`src/rtl/dma_bus_pkg.sv`:
```
// dma_bus_pkg: shared response codes, read encoding and responder FSM states
package dma_bus_pkg;
  localparam logic RESP_OKAY = 1'b0;
  localparam logic RESP_ERROR = 1'b1;
  localparam logic [1:0] WEN_READ = 2'b00;
  typedef enum logic [1:0] {ST_IDLE, ST_WAIT, ST_RESP} state_t;
endpackage

```
`src/rtl/dma_resp_mem.sv`:
```
// dma_resp_mem: 2^DEPTH_LOG2 x 16 register file; clk/reset_n (async clear), we+be byte-lane write at idx, async rdata
module dma_resp_mem #(
  parameter int DEPTH_LOG2 = 6
) (
  input  logic                  clk,
  input  logic                  reset_n,
  input  logic                  we,
  input  logic [1:0]            be,
  input  logic [DEPTH_LOG2-1:0] idx,
  input  logic [15:0]           wdata,
  output logic [15:0]           rdata
);
  logic [15:0] mem [2**DEPTH_LOG2];
  always_ff @(posedge clk or negedge reset_n)
    if (!reset_n)
      for (int i = 0; i < 2**DEPTH_LOG2; i++) mem[i] <= '0;
    else if (we) begin
      if (be[0]) mem[idx][7:0] <= wdata[7:0];
      if (be[1]) mem[idx][15:8] <= wdata[15:8];
    end
  assign rdata = mem[idx];
endmodule

```
`src/rtl/dma_mem_responder.sv`:
```
// dma_mem_responder: DMA slave memory with WAIT_STATES latency; in slv_addr/en/wen/din, out slv_ready strobe, slv_dout, slv_resp (1=out of window)
module dma_mem_responder
  import dma_bus_pkg::*;
#(
  parameter int          WAIT_STATES = 2,
  parameter int          DEPTH_LOG2  = 6,
  parameter logic [15:0] BASE_ADDR   = 16'h0000
) (
  input  logic        clk,
  input  logic        reset_n,
  input  logic [15:0] slv_addr,
  input  logic        slv_en,
  input  logic [1:0]  slv_wen,
  input  logic [15:0] slv_din,
  output logic        slv_ready,
  output logic [15:0] slv_dout,
  output logic        slv_resp
);
  localparam logic [3:0] WS = 4'(WAIT_STATES);
  localparam logic [16:0] SPAN = 17'd2 << DEPTH_LOG2;
  state_t state, state_d;
  logic [3:0] cnt, cnt_d;
  logic cap;
  logic [15:0] addr_q, din_q, off, rdata;
  logic [1:0] wen_q;
  logic in_range, resp_st;
  always_ff @(posedge clk or negedge reset_n)
    if (!reset_n) begin
      state <= ST_IDLE;
      cnt <= '0;
      addr_q <= '0;
      wen_q <= '0;
      din_q <= '0;
    end else begin
      state <= state_d;
      cnt <= cnt_d;
      if (cap) begin
        addr_q <= slv_addr;
        wen_q <= slv_wen;
        din_q <= slv_din;
      end
    end
  always_comb begin
    state_d = state;
    cnt_d = cnt;
    cap = 1'b0;
    case (state)
      ST_IDLE:
        if (slv_en) begin
          cap = 1'b1;
          cnt_d = WS;
          state_d = WS == 4'd0 ? ST_RESP : ST_WAIT;
        end
      ST_WAIT: begin
        cnt_d = slv_en ? cnt - 4'd1 : 4'd0;
        state_d = !slv_en ? ST_IDLE : cnt == 4'd1 ? ST_RESP : ST_WAIT;
      end
      default: state_d = ST_IDLE;
    endcase
  end
  assign off = addr_q - BASE_ADDR;
  assign in_range = addr_q >= BASE_ADDR && {1'b0, off} < SPAN;
  assign resp_st = state == ST_RESP;
  dma_resp_mem #(.DEPTH_LOG2(DEPTH_LOG2)) u_mem (
    .clk(clk),
    .reset_n(reset_n),
    .we(resp_st && in_range && wen_q != WEN_READ),
    .be(wen_q),
    .idx(off[DEPTH_LOG2:1]),
    .wdata(din_q),
    .rdata(rdata)
  );
  assign slv_ready = resp_st;
  assign slv_resp = resp_st && !in_range ? RESP_ERROR : RESP_OKAY;
  assign slv_dout = resp_st && in_range && wen_q == WEN_READ ? rdata : 16'h0000;
endmodule

```
`config.mk`:
```
export PLATFORM = sky130hd
export DESIGN_NAME = dma_mem_responder
export DESIGN_NICKNAME = d
export VERILOG_FILES = /design/src/rtl/dma_bus_pkg.sv /design/src/rtl/dma_resp_mem.sv /design/src/rtl/dma_mem_responder.sv
export SDC_FILE = /design/constraint.sdc
export NUM_CORES = 2
export LEC_CHECK = 0
export ABC_AREA = 0
export BUFFER_PORTS_ARGS = -buffer_cell sky130_fd_sc_hd__buf_2
export CAP_MARGIN = 20
export CORE_MARGIN = 2
export CORE_UTILIZATION = 59
export CTS_BUF_LIST = sky130_fd_sc_hd__clkbuf_8
export DETAILED_ROUTE_END_ITERATION = 12
export GPL_TIMING_DRIVEN = 0
export PLACE_DENSITY_LB_ADDON = 0.25
export SYNTH_ARGS = -nofsm -noshare
export SYNTH_HDL_FRONTEND = slang
export SYNTH_SLANG_ARGS = --single-unit
```
`constraint.sdc`:
```
create_clock -name clk -period 2.4 [get_ports clk]
set_clock_uncertainty 0.05 [all_clocks]
set_input_delay 0.48 -clock clk [delete_from_list [all_inputs] [get_ports clk]]
set_output_delay 0.48 -clock clk [all_outputs]
set_load 0.02 [all_outputs]
```
Word level (Yosys, flattened, before mapping). Index checks and enable logic that the tools add are counted.

Output and inout port bits: 18. Memory bits (writable): 0. Latch bits: 0. Bits in read-only memories: 0. Flip-flop bits (word level): 1064. Memories kept: 0. Word-level logic and storage cells: 114. Input bits: 37.

Add/subtract/negate cells: 1. Multiplexer cells: 23. Bitwise operators: 1. Equality and inequality tests: 4. Multiply operators: 0. Reductions and logical operators: 12. Divide/modulo/power cells: 0. Shift operators: 0. $lt $le $gt $ge: 4.

Operator list (count): $mux W1024 (3); $bwmux W1024 (2); $demux W16 S6 (2); $bmux W16 S6 (1); $mux W16 (4); $ge A16 B1 Y1 const B (1); $lt A16 B8 Y1 const B (1); $mux W4 (2); $mux W8 (1); $pmux W4 S2 (1); $ge A7 B7 Y1 const B (1); $lt A7 B1 Y1 const B (1); $not A6 Y7 (1); $logic_and A1 B1 Y1 (6); $mux W2 (3); $eq A4 B1 Y1 const B (1); $logic_not A2 Y1 (2); $pmux W2 S2 (1); $reduce_bool A2 Y1 (2); $sub A4 B1 Y4 const B (1); $mux W1 (3); $eq A2 B1 Y1 const B (1); $eq A2 B2 Y1 const B (1); $ne A2 B2 Y1 const B (1); other kinds (2) (2).

Logic depth before layout (Yosys ltp).
Depth in word-level cells: 10. Mapped depth: 11.

Hierarchy. From an unflattened synthesis, not the netlist that was laid out.

Cell total of the unflattened synthesis: 3585. Area total of the unflattened synthesis: 48884.4 um^2.

By module, submodules not included: dma_resp_mem (instances 1, area an instance 47170.2 um^2, cells each 3457, sequential area each 25624.6 um^2); dma_mem_responder (instances 1, area an instance 1714.1 um^2, cells each 128, sequential area each 975.9 um^2).

Least setup slack after synthesis. Ideal clock, no wire load.

Path type: flip-flop to output port. Start point: reg addr_q[1]. End point: out slv_dout[3]. Slack: -839 ps. Required time: 1870 ps. Cell stages (with the launch flop): 10. Arrival time: 2709 ps. Cells stage by stage: dfrtp_1 buf_4 buf_6 buf_4 buf_6 buf_4 o221ai_1 a221oi_1 o31ai_1 a2111oi_0.

Longest elaborated chain between the ends: 5. Elaborated cells on any way between the ends: 10. Those cells by class: 2 x order compare; 4 x mux; 1 x bitwise; 3 x reduce/logical.

RTL lines: start: declaration (RTL line dma_mem_responder.sv:24) `logic [15:0] addr_q, din_q, off, rdata;`; start signal: assignment (RTL line dma_mem_responder.sv:38) `addr_q <= slv_addr;`; $ge A16 B1 Y1 (tied with other cells) (RTL line dma_mem_responder.sv:62) `assign in_range = addr_q >= BASE_ADDR && {1'b0, off} < SPAN;`; $logic_and A1 B1 Y1 / $bmux W16 S6 (equally long branches) (RTL line dma_mem_responder.sv:62, dma_resp_mem.sv:21); $logic_and A1 B1 Y1 / $mux W16 (equally long branches) (2 in series) (RTL line dma_mem_responder.sv:75, dma_resp_mem.sv:21); $mux W16 * (RTL line dma_mem_responder.sv:75) `assign slv_dout = resp_st && in_range && wen_q == WEN_READ ? rdata : 16'h0000;`; end: declaration (RTL line dma_mem_responder.sv:16) `output logic [15:0] slv_dout,`.

Mark *: on every way between the ends. The rest lies on a longest branch, timed or not. The select of a mux whose other input is x is not followed.

Worst setup path after layout.
Start point: reg addr_q[3]. End point: out slv_dout[3].

The elaborated chain is that of the path after synthesis.

==> impl_metrics.json <==
{
  "status": "finished with violations",
  "violations": "hold timing, setup timing",
  "slew_headroom_pct": 19.2,
  "synth_top_area_cell": "dfrtp_1",
  "hold_violations": 177,
  "clkPwrFrac_pct": 33.7,
  "finalWirelength_um": 207000,
  "crit_path_end_kind": "output pin",
  "ios": 55,
  "cpMaxStageDelayCell": "a2111oi_4",
  "synth_cell_types": 68,
  "setup_viol_count_final": 1065,
  "firstDrtPassIters": 7,
  "num_rows": 106,
  "final_area_sq_um": 60600,
  "reg2reg_slack_ns": -0.62,
  "clk-insertion-delay-late_ns": 0.91,
  "syn_avg_cell_area_sq_um": 14.2,
  "slowest_delay_ns": 0.50,
  "worstMarginPinSlew_ns": 1.21,
  "drive_gt1_share_pct": 53.4,
  "min_period_ns": 4.42,
  "htree_levels": 4,
  "synthTopCellsByArea": "dfrtp_1 (54%), mux2_2 (26%), mux4_2 (3.0%)",
  "grt_use_met1_pct": 57.5,
  "detail-route-antenna-nets": 0,
  "p_leak_uw": 0.0294,
  "synth-seq-area-share_pct": 53.7,
  "reg2regPathDepth": 10,
  "synth_fp_nets": 3539,
  "drt_iter0_markers": 5593,
  "path_delay_family": "buffers and inverters",
  "place_congestion": 1.05,
  "switching_share_pct": 36.1,
  "yosysTopAreaCellShare_pct": 53.7,
  "initial_core_util_pct": 59.4,
  "r2r_end": "u_mem.mem[614]$_DFFE_PN0P_",
  "synthArstFlopShare_pct": 100,
  "fin_crit_sh_pct": 184,
  "antenna_found_initial": 19,
  "synthToLayoutAreaGrowth_pct": 22.2,
  "synth-edff-count": 0,
  "grt_pass1_wl_um": 284000,
  "nNetsFinal": 3994,
  "synth_top_flop_cell": "dfrtp_1",
  "grt_max_degree": 168,
  "die_h_um": 294,
  "clock_path_buffers": 3,
  "syn_inst": 3500,
  "viasPerCell": 7.35,
  "fmax_ghz": 0.226,
  "drv_cap": 0,
  "critical_path_class": "reg -> out",
  "dieArea_sq_um": 86400,
  "setup_ws_ns": -2.02,
  "first_global_vias": 37200,
  "required_ns": 1.87,
  "pwr-share-seq_pct": 37.9,
  "hold_class": "in -> async",
  "drc": 0,
  "cts_buffers": 175,
  "critPathArrivalTime_ns": 3.89,
  "max-vdd-ir-drop_mv": 0.760,
  "crit_fanout": 10,
  "yosysWarnings": 0,
  "p_switching_uw": 17300,
  "use_met2_pct": 63.6,
  "grt.met3_usage_pct": 25.2,
  "worst-path-stages": 9,
  "slew_violations": 0,
  "power.density_nw_per_um2": 790,
  "grt_usage_pct": 47.9,
  "busiest_layer": "met2",
  "place_area_sq_um": 52000,
  "path_common_cell": "buf_6",
  "post-synth-top-count-cell": "mux2_2",
  "num_vias": 38100,
  "grt_setup_unrepaired": "yes",
  "port_buffers": 53,
  "netlist_area_sq_um": 49600,
  "cts_tree": "yes",
  "start_kind": "flip-flop",
  "clk_pin_slew_ns": 0.06,
  "critPathBufInv": 5,
  "cts_sinks": 1063,
  "hold_buffers": 35,
  "crit_chain": "buf_6 -> buf_6 -> clkbuf_8 -> buf_8 -> o221ai_2 -> a21oi_4 -> o22ai_4 -> a2111oi_4 -> buf_4",
  "chipWidth_um": 294,
  "ys_top_cells_by_count": "mux2_2 (1,138), dfrtp_1 (1,063), o22ai_1 (151)",
  "root_buffer": "clkbuf_8",
  "wl_per_cell_um": 40.0,
  "hpwl_um": 129000,
  "overflow": 0,
  "hold_slack_ns": -0.558,
  "core_area_sq_um": 83400,
  "p_int_uw": 30600,
  "rr_startpoint": "addr_q[2]$_DFFE_PN0P_",
  "yosys_register_bits": 1063,
  "fin_tns_setup_ns": -445.09,
  "fillerInstances": 5200,
  "pwr-share-comb_pct": 28.4
}
routing by layer:
layer  vias up  wire length [um]
met5         -               196
met4        18             21200
met3      1252             33000
met2      3374             82900
met1     19400             70200
li1      14000                 -
sequential cells by signal, summed over array words and instances (netlist names):
signal / flops
state: 2
wen_q: 2
cnt: 4
addr_q: 15
u_mem.mem: 1024
din_q: 16
power groups by stage:
stage | registers (uW) | clock network (uW) | logic [uW]
after CTS | 18100 | 15900 | 11600
after floorplan | 18400 | 0 | 4400
final | 18200 | 16100 | 13600
after global placement | 18500 | 0 | 9260
after global routing | 18200 | 16800 | 13300
after detailed placement | 18500 | 0 | 9510
per-stage QoR:
step / std cells / total power, uW / worst slack (ns) / util [%] / hold slack (ns)
floorplan: 3500 / 22800 / -0.243 / - / 0.134
detailed placement: 4653 / 28000 / -2.20 / 62.4 / 0.381
CTS: 5093 / 45700 / -1.74 / 70.8 / -0.513
finish: 5185 / 47900 / -2.02 / 72.6 / -0.558
global placement: 4633 / 27700 / -22.31 / 61.9 / 0.412
global route: 5166 / 48200 / -1.88 / 72.6 / -0.495
worst max-delay path by stage:
stage | start | end | slack (ns)
floorplan | addr_q[2]$_DFFE_PN0P_ | slv_dout[15] | -0.24
global placement | reset_n | u_mem.mem[428]$_DFFE_PN0P_ | -22.31
detailed placement | addr_q[3]$_DFFE_PN0P_ | slv_dout[7] | -2.20
CTS | addr_q[2]$_DFFE_PN0P_ | slv_dout[1] | -1.74
global route | addr_q[3]$_DFFE_PN0P_ | slv_dout[3] | -1.88
finish | addr_q[3]$_DFFE_PN0P_ | slv_dout[3] | -2.02
kinds of logic after synthesis:
kind of cell	after synthesis	share of synthesized area, %
multiplexers	1322	31.4
AO/OA/AOI/OAI	484	6.85
adder cells (fa/ha/maj)	2	0.0505
AND/OR/NAND/NOR	342	5.36
buffers and inverters	287	2.73
flip-flops	1063	53.7
cells in the final DEF, fill, tap and decap left out, drive strengths merged, types with 5 or more instances in the layout:
master,count
dlygate4sd3,35
o21ai,54
a22oi,17
diode,20
o221ai,96
nor4,14
and2,6
clkinvlp,5
nand2,67
a221oi,31
a2bb2oi,18
nor2b,14
clkbuf,359
a211oi,10
or4,6
nor2,194
mux2i,80
mux4,67
inv,72
nand2b,10
mux2,1175
a21oi,64
o32ai,5
clkinv,16
a22o,5
nor3,6
dfrtp,1063
buf,383
o22ai,151
nand3,11
worst register-to-register path, delay by kind of cell, from the launching register on:
family / cells / cell delay (ns)
AND/OR/NAND/NOR: 3 / 0.73
buffers and inverters: 6 / 1.16
flip-flops: 1 / 0.53
multiplexers: 1 / 0.39
cell type report:
cell class | instances | area (sq um) | share of cell area [%]
Antenna cell | 20 | 50.0 | 0.0826
Clock buffer | 221 | 3040 | 5.02
Sequential cell | 1063 | 26600 | 43.9
Multi-Input combinational cell | 2150 | 23000 | 38.0
Buffer | 274 | 2980 | 4.92
Inverter | 8 | 38.8 | 0.0640
Tap cell | 1080 | 1350 | 2.23
Timing Repair Buffer | 283 | 3110 | 5.12
Clock inverter | 86 | 423 | 0.698
timing repair:
item	4_1_cts	5_1_grt
endpoints found under the hold margin	211	83
gates resized for setup	528	153
cloned	2	1
endpoints found under the setup margin	1055	1068
pin swaps	57	62
setup buffers	99	70
(Power assumes the default switching activity.)
